==> config.mk <==
export PLATFORM = sky130hd
export DESIGN_NAME = capture_mem_arbiter
export DESIGN_NICKNAME = d
export VERILOG_FILES = /design/src/rtl/capture_mem_arbiter.sv
export SDC_FILE = /design/constraint.sdc
export NUM_CORES = 2
export LEC_CHECK = 0
export ABC_CLOCK_PERIOD_IN_PS = 12000
export BUFFER_PORTS_ARGS = -buffer_cell sky130_fd_sc_hd__buf_2
export CAP_MARGIN = 10
export CORE_ASPECT_RATIO = 0.9
export CORE_UTILIZATION = 27
export CTS_BUF_LIST = sky130_fd_sc_hd__clkbuf_4 sky130_fd_sc_hd__clkbuf_8 sky130_fd_sc_hd__clkbuf_16
export DETAILED_ROUTE_END_ITERATION = 10
export SYNTH_ARGS = -nofsm -noshare
export SYNTH_HDL_FRONTEND = slang
export SYNTH_SLANG_ARGS = --single-unit
export TNS_END_PERCENT = 50
==> constraint.sdc <==
create_clock -name clk -period 12 [get_ports clk]
set_input_delay 2.4 -clock clk [delete_from_list [all_inputs] [get_ports clk]]
set_output_delay 2.4 -clock clk [all_outputs]
set_load 0.01 [all_outputs]
==> src/rtl/capture_mem_arbiter.sv <==
// capture_mem_arbiter: packs capture packets into memory lines, queues them in a write FIFO and
// shares the memory command port between those writes and single-line readback reads.
module capture_mem_arbiter #(
    parameter int PACKET_WIDTH = 32,
    parameter int LINE_WIDTH   = 128,
    parameter int ADDR_WIDTH   = 27,
    parameter int WFIFO_DEPTH  = 8,
    parameter int WR_BURST_MAX = 4
) (
    input  logic                    clk,
    input  logic                    reset_n,
    input  logic                    flush,
    input  logic [PACKET_WIDTH-1:0] samplePacket,
    input  logic                    write_enable,
    input  logic [31:0]             sample_number,
    output logic                    pageFull,
    input  logic                    read_req,
    input  logic [ADDR_WIDTH-1:0]   read_sample_address,
    output logic                    read_allowed,
    output logic                    has_return_data,
    output logic [LINE_WIDTH-1:0]   return_data,
    input  logic                    get_return_data,
    output logic                    mem_cmd_valid,
    input  logic                    mem_cmd_ready,
    output logic                    mem_cmd_write,
    output logic [ADDR_WIDTH-1:0]   mem_cmd_addr,
    output logic [LINE_WIDTH-1:0]   mem_wdata,
    input  logic                    mem_rd_valid,
    input  logic [LINE_WIDTH-1:0]   mem_rd_data,
    output logic                    overflow,
    output logic                    busy
);
    localparam int NSLOT = LINE_WIDTH / PACKET_WIDTH;
    localparam int PW = $clog2(WFIFO_DEPTH);
    localparam int SW = $clog2(WR_BURST_MAX + 1);
    localparam logic [PW:0] FULL_LVL = (PW+1)'(WFIFO_DEPTH);
    localparam logic [PW:0] PF_LVL = (PW+1)'(WFIFO_DEPTH - 1);
    localparam logic [SW-1:0] BURST = SW'(WR_BURST_MAX);
    localparam logic [1:0] S_IDLE = 2'd0;
    localparam logic [1:0] S_WR = 2'd1;
    localparam logic [1:0] S_RD = 2'd2;
    localparam logic [1:0] S_WAIT = 2'd3;

    logic [LINE_WIDTH-1:0] r_line;
    logic [NSLOT-1:0] r_fill;
    logic [ADDR_WIDTH-1:0] r_line_addr;
    logic [ADDR_WIDTH+LINE_WIDTH-1:0] r_mem [WFIFO_DEPTH];
    logic [PW-1:0] r_wp, r_rp;
    logic [PW:0] r_count;
    logic r_page_full, r_overflow, r_has;
    logic [1:0] r_state;
    logic [SW-1:0] r_streak;
    logic [ADDR_WIDTH-1:0] r_rd_addr;
    logic [LINE_WIDTH-1:0] r_ret;

    logic [1:0] w_slot;
    logic [LINE_WIDTH-1:0] w_line;
    logic [NSLOT-1:0] w_fill;
    logic [ADDR_WIDTH-1:0] w_addr;
    logic w_commit, w_full, w_push, w_pop, w_rd_pend, w_go_wr, w_go_rd, w_unused;
    logic [PW:0] w_count_n;
    logic [ADDR_WIDTH+LINE_WIDTH-1:0] w_head;

    assign w_slot = sample_number[1:0];
    assign w_unused = &{1'b0, sample_number[31:ADDR_WIDTH+2]};

    always_comb begin
        w_line = r_line;
        w_fill = r_fill;
        for (int i = 0; i < NSLOT; i++)
            if (write_enable && w_slot == 2'(i)) begin
                w_line[i*PACKET_WIDTH +: PACKET_WIDTH] = samplePacket;
                w_fill[i] = 1'b1;
            end
    end

    // A same-cycle flush sees the incoming packet already merged into w_line/w_fill.
    assign w_commit = (write_enable && w_slot == 2'(NSLOT-1)) || (flush && |w_fill);
    assign w_addr = write_enable ? sample_number[ADDR_WIDTH+1:2] : r_line_addr;
    assign w_full = r_count == FULL_LVL;
    assign w_push = w_commit && !w_full;
    assign w_pop = r_state == S_WR && mem_cmd_ready;
    assign w_count_n = r_count + (PW+1)'(w_push) - (PW+1)'(w_pop);
    assign w_head = r_mem[r_rp];
    assign w_rd_pend = read_req && !r_has;
    assign w_go_wr = r_count != '0 && (!w_rd_pend || r_streak < BURST);
    assign w_go_rd = read_req && !r_has;

    always_ff @(posedge clk)
        if (w_push) r_mem[r_wp] <= {w_addr, w_line};

    always_ff @(posedge clk or negedge reset_n) begin
        if (!reset_n) begin
            r_line <= '0;
            r_fill <= '0;
            r_line_addr <= '0;
            r_wp <= '0;
            r_rp <= '0;
            r_count <= '0;
            r_page_full <= 1'b0;
            r_overflow <= 1'b0;
            r_has <= 1'b0;
            r_state <= S_IDLE;
            r_streak <= '0;
            r_rd_addr <= '0;
            r_ret <= '0;
        end else begin
            r_line <= w_commit ? '0 : w_line;
            r_fill <= w_commit ? '0 : w_fill;
            r_line_addr <= w_addr;
            r_wp <= w_push ? r_wp + 1'b1 : r_wp;
            r_rp <= w_pop ? r_rp + 1'b1 : r_rp;
            r_count <= w_count_n;
            r_page_full <= w_count_n >= PF_LVL;
            r_overflow <= r_overflow || (w_commit && w_full);
            if (r_state == S_WAIT && mem_rd_valid) begin
                r_ret <= mem_rd_data;
                r_has <= 1'b1;
            end else if (get_return_data) r_has <= 1'b0;
            if (!read_req || (r_state == S_RD && mem_cmd_ready)) r_streak <= '0;
            else if (w_pop && r_streak < BURST) r_streak <= r_streak + 1'b1;
            if (r_state == S_IDLE && !w_go_wr && w_go_rd) r_rd_addr <= read_sample_address;
            case (r_state)
                S_IDLE: r_state <= w_go_wr ? S_WR : w_go_rd ? S_RD : S_IDLE;
                S_WR: r_state <= mem_cmd_ready ? S_IDLE : S_WR;
                S_RD: r_state <= mem_cmd_ready ? S_WAIT : S_RD;
                default: r_state <= mem_rd_valid ? S_IDLE : S_WAIT;
            endcase
        end
    end

    assign pageFull = r_page_full;
    assign overflow = r_overflow;
    assign has_return_data = r_has;
    assign return_data = r_ret;
    assign mem_cmd_valid = r_state == S_WR || r_state == S_RD;
    assign mem_cmd_write = r_state == S_WR;
    assign mem_cmd_addr = r_state == S_WR ? w_head[ADDR_WIDTH+LINE_WIDTH-1:LINE_WIDTH] :
                          r_state == S_RD ? r_rd_addr : '0;
    assign mem_wdata = r_state == S_WR ? w_head[LINE_WIDTH-1:0] : '0;
    assign read_allowed = r_state == S_RD && mem_cmd_ready;
    assign busy = r_count != '0 || |r_fill || r_state == S_RD || r_state == S_WAIT;
endmodule
; ---- Word-level counts from Yosys, hierarchy flattened
; Memories as Yosys holds them, arrays and structs flattened.
; Index checks and enable logic that the tools add are counted.
[classes]
reduce_logical = 35
eq_ne = 7
mux = 26
order_cmp = 2
addsub = 5
[op_table]
columns = cell, count
row1 = $mux W128, 2
row2 = $mux W32, 4
row3 = $mux W27, 3
row4 = $logic_and A1 B1 Y1, 15
row5 = $mux W1, 10
row6 = $add A3 B1 Y3 const B, 3
row7 = $eq A2 B2 Y1 const B, 4
row8 = $logic_or A1 B1 Y1, 8
row9 = $reduce_or A4 Y1, 2
row10 = $mux W2, 3
row11 = $mux W3, 2
row12 = $pmux W2 S3, 1
row13 = $logic_not A1 Y1, 5
row14 = $add A4 B1 Y4, 1
row15 = $eq A2 B1 Y1 const B, 2
row16 = $eq A4 B4 Y1 const B, 1
row17 = $ge A4 B3 Y1 const B, 1
row18 = $logic_not A2 Y1, 2
row19 = $mux W4, 1
row20 = $reduce_bool A2 Y1, 2
row21 = $reduce_bool A4 Y1, 1
row22 = $sub A4 B1 Y4, 1
row23 = $lt A3 B3 Y1 const B, 1
[totals]
mem_bits_rw = 1240
mem_count = 1
word_cells = 89
regBits = 332
output_inout_bits = 290
[memory_table]
columns = name, words, width, rd, rd_ports_with_merged_regs, write_ports, line_no
row1 = r_mem, 8, 155, 1, 0, 1, 47  ; logic [ADDR_WIDTH+LINE_WIDTH-1:0] r_mem [WFIFO_DEPTH];

; ---- Logic depth before layout (Yosys ltp)
[logic_depth]
ltp_word = 10
ltp_mapped = 11
mapped_depth_nobuf = 11

; ---- Worst setup path before layout
; OpenSTA, ideal clock, no wires.
[synth_path]
path_type = input-to-reg
start = input sample_number[0]
end = memory r_mem[1][0] (netlist bit) (enable)
path_slack_ns = -2.260
t_arrival_ns = 13.401
stages = 4
setup_ns = 0.859
n_path_buf = 0
required_time_ns = 11.141
path_cell_list = a21oi_1 o21ai_1 nand3_1 nor3_1
[synth_between]
elab_chain_len = 9
elab_cells_between_ends = 18
cone_classes = eq/ne (3) / mux (6) / reduce/logical (9)
[synth_rtl]
columns = element, line_no
row1 = "start, declared", 15  ; input logic [31:0] sample_number,
row2 = $eq A2 B1 Y1 (tied with other cells), 71  ; if (write_enable && w_slot == 2'(i)) begin
row3 = "$logic_and A1 B1 Y1, on equally long branches", "71, 78"
row4 = $mux W1, 71
row5 = $reduce_or A4 Y1, 78  ; assign w_commit = (write_enable && w_slot == 2'(NSLOT-1)) || (flush && |w_fill);
row6 = $logic_and A1 B1 Y1, 78
row7 = $logic_or A1 B1 Y1 (*), 78
row8 = $logic_and A1 B1 Y1 (*), 81  ; assign w_push = w_commit && !w_full;
row9 = $mux W1 (*), 90  ; if (w_push) r_mem[r_wp] <= {w_addr, w_line};
row10 = $mux W1 (not written as such) (*), 90
row11 = "end, declared", 47
; Mark *: on every way between the ends. The rest lies on a longest branch, timed or not.

; ---- Worst setup path after layout
[layout_path]
start = register r_rp[1]
end = output mem_wdata[61]
[layout_between]
elab_chain_len = 2
[layout_rtl]
columns = element, line_no
row1 = "start, declared", 48  ; logic [PW-1:0] r_wp, r_rp;
row2 = "start signal, assigned", 112  ; r_rp <= w_pop ? r_rp + 1'b1 : r_rp;
row3 = $mem_v2 Z8 W155, --
row4 = $mux W128, 140  ; assign mem_wdata = r_state == S_WR ? w_head[LINE_WIDTH-1:0] : '0;
row5 = "end, declared", 27  ; output logic [LINE_WIDTH-1:0] mem_wdata,
; Every way passes these cells.

==> flow_summary.toml <==
[drt]
wl_met3_um = 8900
antenna_left = 0
routed-wl-met2_um = 78300
drtPass1Iterations = 5
drt-initial-drc-count = 2244
via_per_inst = 4.48
drcViolationCount = 0
wl_met1_um = 66500
wirelength_um = 158000
vias = 30021
wl_per_cell_um = 23.6
top_layer_used = "met5"

[synth]
yosysTopAreaCell = "edfxtp_1"
synth-simple-area-share_pct = 3.41
synth_mux_area_share_pct = 19.1
netlist_area_mm2 = 0.0612
synth_top_area_share_pct = 60.9
ys_seq_area_share_pct = 74.5
syn_avg_cell_area_um2 = 20.6
synth_edf_count = 1240
yosys_warnings = 0
synth_top_family_by_area = "multiplexers"
synth_compound_area_share_pct = 0.870
synthXorXnorAreaFrac_pct = 0.100
synthTopCellsByArea = "edfxtp_1, dfrtp_1, mux4_2, mux2_2, mux2i_1"
yosys.area_share.adder_pct = 0.299
async_flop_share_pct = 21.1
syn_nets = 3203
synth_ff_type = "edfxtp_1"
ys_ff_latch = 1572
ys_types = 44
syn_inst = 2962

[cts]
cts_tree = "done"
cts_buffers = 167
clock_latency_ns = 0.83
cts.repair.resized = 0
clk_path_buf_depth = 3
cts-htree-levels = 4
holdBufCountCts = 0
clock-sinks = 1572
clockRootBuffer = "clkbuf_16"
path_clk_slew_ns = 0.06
post_cts_buffers = 0

[worst_setup_path]
cp_slowest_cell = "dfrtp_4"
crit_required_ns = 9.60
crit_arrival_ns = 4.50
path_cells = "buf_4, buf_4, mux4_2, mux2i_1, nor2b_1, buf_2"
crit_path_start_kind = "register"
worstPathMaxFanout = 55
path_class = "reg2out"
cp_common_cell = "buf_4"
cp_top_family = "buffers and inverters"
critPathMaxStageDelay_ns = 0.93
crit_buf_inv = 3
endpoint_kind = "output pin"

[run]
drv_cap = 0

[run_status]
status = "complete, no violations"

[finish]
syn2layout_area_growth_pct = 19.6
fin_area_mm2 = 0.0731
layout_common_cells = "edfxtp_1, buf_2, dfrtp_1"
nets = 3781
fin_util_pct = 32.5
layout-drive-gt1-share_pct = 40.1
mostFrequentLayoutCell = "edfxtp_1"

[global_routing]
grt_max_degree = 148
grt_pass1_vias = 31060
gr-total-overflow = 0
grt_first_pass_wirelength_um = 225000
antenna_found_initial = 32
track_usage_pct = 13.7

[floorplanning]
design.portCount = 517
dieArea_mm2 = 0.228
core_mm2 = 0.225
die_x_um = 504
die_y_um = 453
core.rowCount = 165
start_util_pct = 27.2

[timing]
min_period_over_period_pct = 57.5
skew_ns = 0.0602
period_needed_ns = 6.90
finalSetupViolCount = 0
fmax_mhz = 145
drv_slew = 0
rsz0062_at_grt = "no"
hold_viol_final = 0
slew_headroom_pct = 23.0
whs_ns = 0.469
worst_pin_slew_ns = 1.15

[placed_design]
placed_area_mm2 = 0.0672
place_hpwl_um = 89300
io_buffers = 513
gp_congestion = 0.712

[pwr]
irDropWorstVdd_v = 0.000154
power_leakage_uw = 0.0267
power.density_mw_per_mm2 = 245

[worst_hold_path]
hold_path.class = "reg2reg"
where the power goes:
part           leakage [uW]  total, uW  switching, uW  internal, uW
clock network       0.00293       5410           2250          3160
registers            0.0158       7160            325          6830
logic               0.00800       5320           3050          2270
path summary, 6_finish.rpt:
kind                                 startpoint                    endpoint  slack (ns)  cells past startpoint
setup reg to reg           r_state[1]$_DFF_PN0_          pageFull$_DFF_PN0_        8.62                     11
setup / recovery            r_rp[1]$_DFFE_PN0P_               mem_wdata[61]        5.10                      6
hold reg to reg              overflow$_DFF_PN0_          overflow$_DFF_PN0_        0.47                      1
max in group asynchronous               reset_n        r_line[31]$_DFF_PN0_        8.33                      3
hold / removal               overflow$_DFF_PN0_          overflow$_DFF_PN0_        0.47                      1
min in group asynchronous               reset_n  return_data[3]$_DFFE_PN0P_        1.56                      1
logic make-up (layout without fill, tap and decap cells):
group | Yosys count | in the layout
muxes | 777 | 777
adders and majority gates | 14 | 14
buffers and inverters | 174 | 898
other | 0 | 15
AOI/OAI and AO/OA | 65 | 65
and+or+nand+nor | 353 | 353
DFF | 1572 | 1572
xor gates and xnor gates | 7 | 7
worst register-to-register path, stage by stage, from the launching register on:
cell and delay (ns):
dfrtp_1 0.40, inv_1 0.12, ha_4 0.50, buf_12 0.46, nand2_1 0.35, inv_1 0.22, ha_1 0.15, inv_1 0.04
ha_1 0.20, fa_1 0.41, xor2_1 0.18, a31o_2 0.25
registers in the layout, indices dropped and copies added (netlist names):
| name | flops |
|---|---|
| r_fill | 4 |
| r_streak | 3 |
| overflow | 1 |
| r_mem | 1240 |
| r_rd_addr | 27 |
| return_data | 128 |
| r_state | 2 |
| has_return_data | 1 |
| r_count | 4 |
| r_rp | 3 |
| pageFull | 1 |
| r_line_addr | 27 |
| r_line | 128 |
| r_wp | 3 |
routing by layer:
metal,global-route usage (%),up-vias
li1,-,12916
met1,17.8,16071
met2,22.9,792
met3,2.81,240
met4,4.49,2
met5,0,-
layout make-up:
class                           instances  area [um2]
Timing Repair Buffer                  569        3120
Clock buffer                          236        4840
Inverter                               14        52.6
Tap cell                             3006        3760
Sequential cell                      1572       45600
Fill cell                           21456      152000
Antenna cell                           15        37.5
Clock inverter                         79        1070
Multi-Input combinational cell       1216       14700
cell usage after synthesis (all sizes together) (14+ instances only):
cell type  instances
buf              120
and2             130
nor2b            132
edfxtp          1240
nand2             36
nand2b            20
dfrtp            332
clkbuf            40
mux2             312
inv               14
a32o              18
mux4             283
nor2              14
a22oi             18
mux2i            182
through the flow:
stage	total power [uW]	setup slack (ns)	std cells	setup TNS (ns)
6_report	17900	5.10	6707	0
4_1_cts	18200	4.84	6692	0
3_5_place_dp	12800	5.76	6377	0
2_1_floorplan	10800	-2.25	2962	-349.51
3_3_place_gp	12700	5.77	6377	0
5_1_grt	18700	4.78	6694	0
Note: power is estimated with default switching activity, not from simulation.
